<file path="config.mk">
export PLATFORM = sky130hd
export DESIGN_NAME = bin_to_bcd_seq
export DESIGN_NICKNAME = d
export VERILOG_FILES = /design/src/rtl/bin_to_bcd_seq.sv
export SDC_FILE = /design/constraint.sdc
export NUM_CORES = 1
export LEC_CHECK = 0
export BUFFER_PORTS_ARGS = -buffer_cell sky130_fd_sc_hd__buf_2
export CAP_MARGIN = 20
export CORE_MARGIN = 2
export CORE_UTILIZATION = 30
export CTS_BUF_LIST = sky130_fd_sc_hd__clkbuf_8
export DETAILED_ROUTE_END_ITERATION = 10
export PLACE_DENSITY = 0.48
export REMOVE_ABC_BUFFERS = 1
export SKIP_LAST_GASP = 1
export SYNTH_ARGS = -nofsm -noshare
export SYNTH_HDL_FRONTEND = slang
export SYNTH_SLANG_ARGS = --single-unit
</file>
<file path="constraint.sdc">
create_clock -name clk -period 4.65 [get_ports clk]
set_clock_uncertainty 0.05 [all_clocks]
set_input_delay 0.93 -clock clk [delete_from_list [all_inputs] [get_ports clk]]
set_output_delay 0.93 -clock clk [all_outputs]
set_load 0.01 [all_outputs]
</file>
<file path="src/rtl/bin_to_bcd_seq.sv">
// -----------------------------------------------------------------------------
// bin_to_bcd_seq
//   Sequential binary-to-BCD converter (shift-add-3 / double dabble), one input
//   bit per clock. Feeds the 7-segment digit decoders: each bcd nibble drives
//   one decoder. A start/busy/done handshake converts the value once per request.
//
//   Optional build macro: SIGNED_EN
//     defined   : bin is two's complement; its magnitude is converted and the
//                 sign appears on neg, updated together with bcd.
//     undefined : bin is unsigned and neg is tied to 0.
//
// Parameters
//   WIDTH   binary input width (4..32)
//   DIGITS  BCD digits produced (10^DIGITS must exceed 2^WIDTH)
//
// Ports
//   clk    in   rising-edge clock
//   reset  in   synchronous, active-high reset
//   start  in   conversion request, accepted whenever no conversion is running
//   bin    in   value to convert, captured on the accepting edge
//   busy   out  high while a conversion is in progress
//   done   out  one-cycle pulse when bcd/neg carry a new result
//   bcd    out  packed digits, bcd[4k+3:4k] is the 10^k digit
//   neg    out  sign of the result
// -----------------------------------------------------------------------------
module bin_to_bcd_seq #(
   parameter int WIDTH  = 16,
   parameter int DIGITS = 5
) (
   input  logic                  clk,
   input  logic                  reset,
   input  logic                  start,
   input  logic [WIDTH-1:0]      bin,
   output logic                  busy,
   output logic                  done,
   output logic [4*DIGITS-1:0]   bcd,
   output logic                  neg
);

   localparam int CW = (WIDTH > 2) ? $clog2(WIDTH) : 1;

   localparam logic [1:0] S_IDLE  = 2'd0;
   localparam logic [1:0] S_SHIFT = 2'd1;
   localparam logic [1:0] S_DONE  = 2'd2;

   logic [1:0]                 state;
   logic [CW-1:0]              count;
   logic [WIDTH-1:0]           shreg;
   logic [4*DIGITS-1:0]        digits;
   logic [4*DIGITS-1:0]        digits_adj;
   logic [4*DIGITS+WIDTH-1:0]  shifted;
   logic [4*DIGITS-1:0]        digits_nxt;
   logic [WIDTH-1:0]           shreg_nxt;
   logic [WIDTH-1:0]           magnitude;

   function automatic logic [3:0] add3(input logic [3:0] d);
      return (d >= 4'd5) ? d + 4'd3 : d;
   endfunction

   assign busy = (state == S_SHIFT);
   assign done = (state == S_DONE);

   // One double-dabble step: correct every digit that would overflow past 9
   // after doubling, then shift the whole {digits, shreg} chain left by one.
   always_comb begin
      digits_adj = digits;
      for (int k = 0; k < DIGITS; k++) begin
         digits_adj[4*k +: 4] = add3(digits[4*k +: 4]);
      end
      shifted    = {digits_adj, shreg} << 1;
      digits_nxt = shifted[4*DIGITS+WIDTH-1:WIDTH];
      shreg_nxt  = shifted[WIDTH-1:0];
   end

`ifdef SIGNED_EN
   logic sign_cap;

   // Negation in WIDTH bits: the most negative value maps onto its own bit
   // pattern, which read as unsigned is exactly the required magnitude.
   assign magnitude = bin[WIDTH-1] ? (~bin + 1'b1) : bin;
`else
   assign magnitude = bin;
   assign neg       = 1'b0;
`endif

   always_ff @(posedge clk) begin
      if (reset) begin
         state  <= S_IDLE;
         count  <= '0;
         shreg  <= '0;
         digits <= '0;
         bcd    <= '0;
`ifdef SIGNED_EN
         sign_cap <= 1'b0;
         neg      <= 1'b0;
`endif
      end else begin
         case (state)
            // DONE accepts a new request exactly like IDLE, so a held start
            // yields back-to-back conversions.
            S_IDLE, S_DONE: begin
               if (start) begin
                  shreg  <= magnitude;
                  digits <= '0;
                  count  <= CW'(WIDTH - 1);
                  state  <= S_SHIFT;
`ifdef SIGNED_EN
                  sign_cap <= bin[WIDTH-1];
`endif
               end else begin
                  state <= S_IDLE;
               end
            end
            S_SHIFT: begin
               shreg  <= shreg_nxt;
               digits <= digits_nxt;
               count  <= count - 1'b1;
               // bcd is only written with the finished result, so the
               // decoders never see partial sums.
               if (count == '0) begin
                  bcd   <= digits_nxt;
                  state <= S_DONE;
`ifdef SIGNED_EN
                  neg   <= sign_cap;
`endif
               end
            end
            default: state <= S_IDLE;
         endcase
      end
   end

endmodule

</file>
==> results.toml <==
[critical_path]
r2r_cells = 6
ff2ff_setup_slack_ns = 2.36
cp_max_fo = 11
critical_path_required_ns = 3.67
path_class = "register to output port"
cp-start-kind = "register"
r2r-end = "digits[2]"
end_kind = "output port"
worstReg2RegStart = "state[1]"
critPathArrivalTime_ns = 1.41

[timing]
hold_viol_final = 0
finalSetupTns_ns = 0
worstMarginPinSlew_ns = 1.012
clock.fmax_mhz = 418.5
whs_ns = 0.4070
max_slew_margin_pct = 32.17
report.final.slew_viol_count = 0
rsz0062_at_grt = "no"
setup_viol = 0
min_period_ns = 2.390
setup_ws_ns = 2.260
period_share_pct = 51.39

[global_route]
grt_max_degree = 30
grtUsageTotal_pct = 13.31
grt_pass1_vias = 2210
antenna_found_initial = 0
grt_pass1_wl_mm = 10.42
grt_overflow = 0

[detailed_routing]
drc = 0
drt-initial-drc-count = 108
vias_per_cell = 4.869
drtPass1Iterations = 4
num_vias = 2230
avgRoutedWirePerCell_um = 13.44
antenna_left = 0
wl_met2_mm = 2.752
wl_met3_um = 357
top_layer = "met4"
wl_mm = 6.154
met1_length_mm = 2.971

[final_layout]
final_layout_size_suffix_gt1_share_pct = 19.71
final_area_sq_mm = 0.003166
area_growth_pct = 17.89
diodes = 0
nets = 375

[synth]
synthFlopType = "dfxtp_1"
syn_avg_cell_area_sq_um = 8.690
synthMuxAreaShare_pct = 2.470
yosys_register_bits = 62
yosys.area.top_type_share_pct = 46.23
synth_top_family_by_area = "compound AO/OA/AOI/OAI gates"
yosysUniqueCellTypes = 29
synth_compound_area_share_pct = 21.71
synth-simple-area-share_pct = 17.01
synthAdderAreaFrac_pct = 5.126
syn_inst = 309
synth-seq-area-share_pct = 46.23
synth_xor_area_share_pct = 1.631
ys_top_cells_by_area = "dfxtp_1 (46%), a21oi_1 (6.3%), ha_1 (5.1%), a22oi_1 (4.8%), nand2_1 (4.3%)"
synth_area_sq_mm = 0.002685
synth_warnings = 0
synth_enable_flop_cells = 0
yosys.area.top_type = "dfxtp_1"
async_flop_share_pct = 0

[clock_network]
h-tree-depth = 3
cts_buffer_depth = 2
clk_pin_slew_ns = 0.06
cts_setup_buffers = 0
cts_root_buf = "clkbuf_8"
postCtsHoldBufs = 0
clkLatencyLatePin_ns = 0.34
tritoncts = "yes"
ctsResizeCount = 0
numClockSinks = 62
numCtsBuffers = 9

[worst_hold_path]
whs_endpoint = "shreg[4]"
hold_start = "shreg[4]"
min_path_cells = 2
min_path_type = "register to register"

[die]
die_h_um = 98.61
io_pins = 42
die_area_sq_mm = 0.009723
rows = 34
coreArea_sq_mm = 0.008721
start_util_pct = 30.79
fp.dieW_um = 98.61

[power_and_ir_drop]
power_mw = 1.150
power.density_mw_per_mm2 = 363.3
vdd_drop_max_mv = 0.1911
p_leak_nw = 1.189

[placed_design]
post-place-ws_ns = 1.998
routabilityCongestion = 0.7530
dpl_cell_area_sq_mm = 0.002965
portBuffers = 40
dpl.hpwl_mm = 4.058

[status]
status = "finished, final reports clean"

[run]
cap_violations = 0
[where the power goes]
| group | switching (mW) | internal (mW) |
|---|---|---|
| clock network | 0.202 | 0.272 |
| logic | 0.0702 | 0.0405 |
| registers | 0.0128 | 0.553 |
| total | 0.285 | 0.865 |
[final cells by class]
cell class	instances	area [sq um]
multi-input cells	213	1299
inverters	14	52.55
clock buffers	11	151.4
fillers	884	5555
clock inverters	5	48.80
repair buffers	45	237.7
well taps	108	135.1
flip-flops and latches	62	1241
[synthesized netlist by cell type (5+ instances only)]
| library cell | instances |
|---|---|
| o21ai_0 | 23 |
| nor3b_1 | 8 |
| inv_1 | 14 |
| xnor2_1 | 5 |
| mux2_2 | 5 |
| ha_1 | 11 |
| nand2b_1 | 16 |
| nor3_1 | 8 |
| a21oi_1 | 34 |
| dfxtp_1 | 62 |
| buf_2 | 8 |
| a22oi_1 | 17 |
| nand2_1 | 31 |
| o22ai_1 | 10 |
| nand3_1 | 5 |
| clkbuf_1 | 7 |
| a211oi_1 | 12 |
| nor2_1 | 18 |
[registers in the layout, indices dropped and copies added (netlist names)]
signal  cells
digits     20
count       4
state       2
shreg      16
bcd        20
[cell usage in the layout, fill, tap and decap left out, types with 10 or more instances in the layout]
master,Yosys,layout
clkbuf_8,0,11
ha_1,11,11
dfxtp_1,62,62
a211oi_1,12,12
a22oi_1,17,17
nor2_1,18,17
a21oi_1,34,34
nand2_1,31,31
buf_2,8,40
nand2b_1,16,16
inv_1,14,15
o21ai_0,23,23
o22ai_1,10,10
[per-layer routing]
layer	vias up	global-route usage, %
met4	0	3.477
li1	1157	-
met5	-	0
met1	1012	17.14
met3	9	5.390
met2	52	20.83
[critical path, cell delays in order (launching register included)]
cell,delay [ns]
dfxtp_1,0.31
nand2b_2,0.30
inv_1,0.28
buf_2,0.19
[per-stage QoR]
step | std cells | util (%)
2_1_floorplan | 289 | -
3_3_place_gp | 442 | 34.00
3_5_place_dp | 442 | 34.00
4_1_cts | 458 | 36.30
5_1_grt | 458 | 36.30
6_report | 458 | 36.30
[logic make-up (layout without fill, tap and decap cells)]
family                     count (synthesis)  count (layout)
adders and majority gates                 11              11
xor gates and xnor gates                   5               5
other                                      1               1
and+or+nand+nor                           92              92
muxes                                      6               6
buffers and inverters                     34              75
AOI/OAI and AO/OA                         98              98
DFF                                       62              62
[how the worst max path moves through the flow]
stage / to / slack, ns / cells past startpoint / from
floorplan: digits[11] / 1.97 / 4 / start
global placement: digits[15] / 2.06 / 7 / start
detailed placement: digits[7] / 2.00 / 7 / start
CTS: busy / 2.22 / 3 / state[1]
global route: digits[10] / 2.08 / 6 / state[1]
finish: busy / 2.26 / 3 / state[1]
Note: power is estimated with default switching activity, not from simulation.
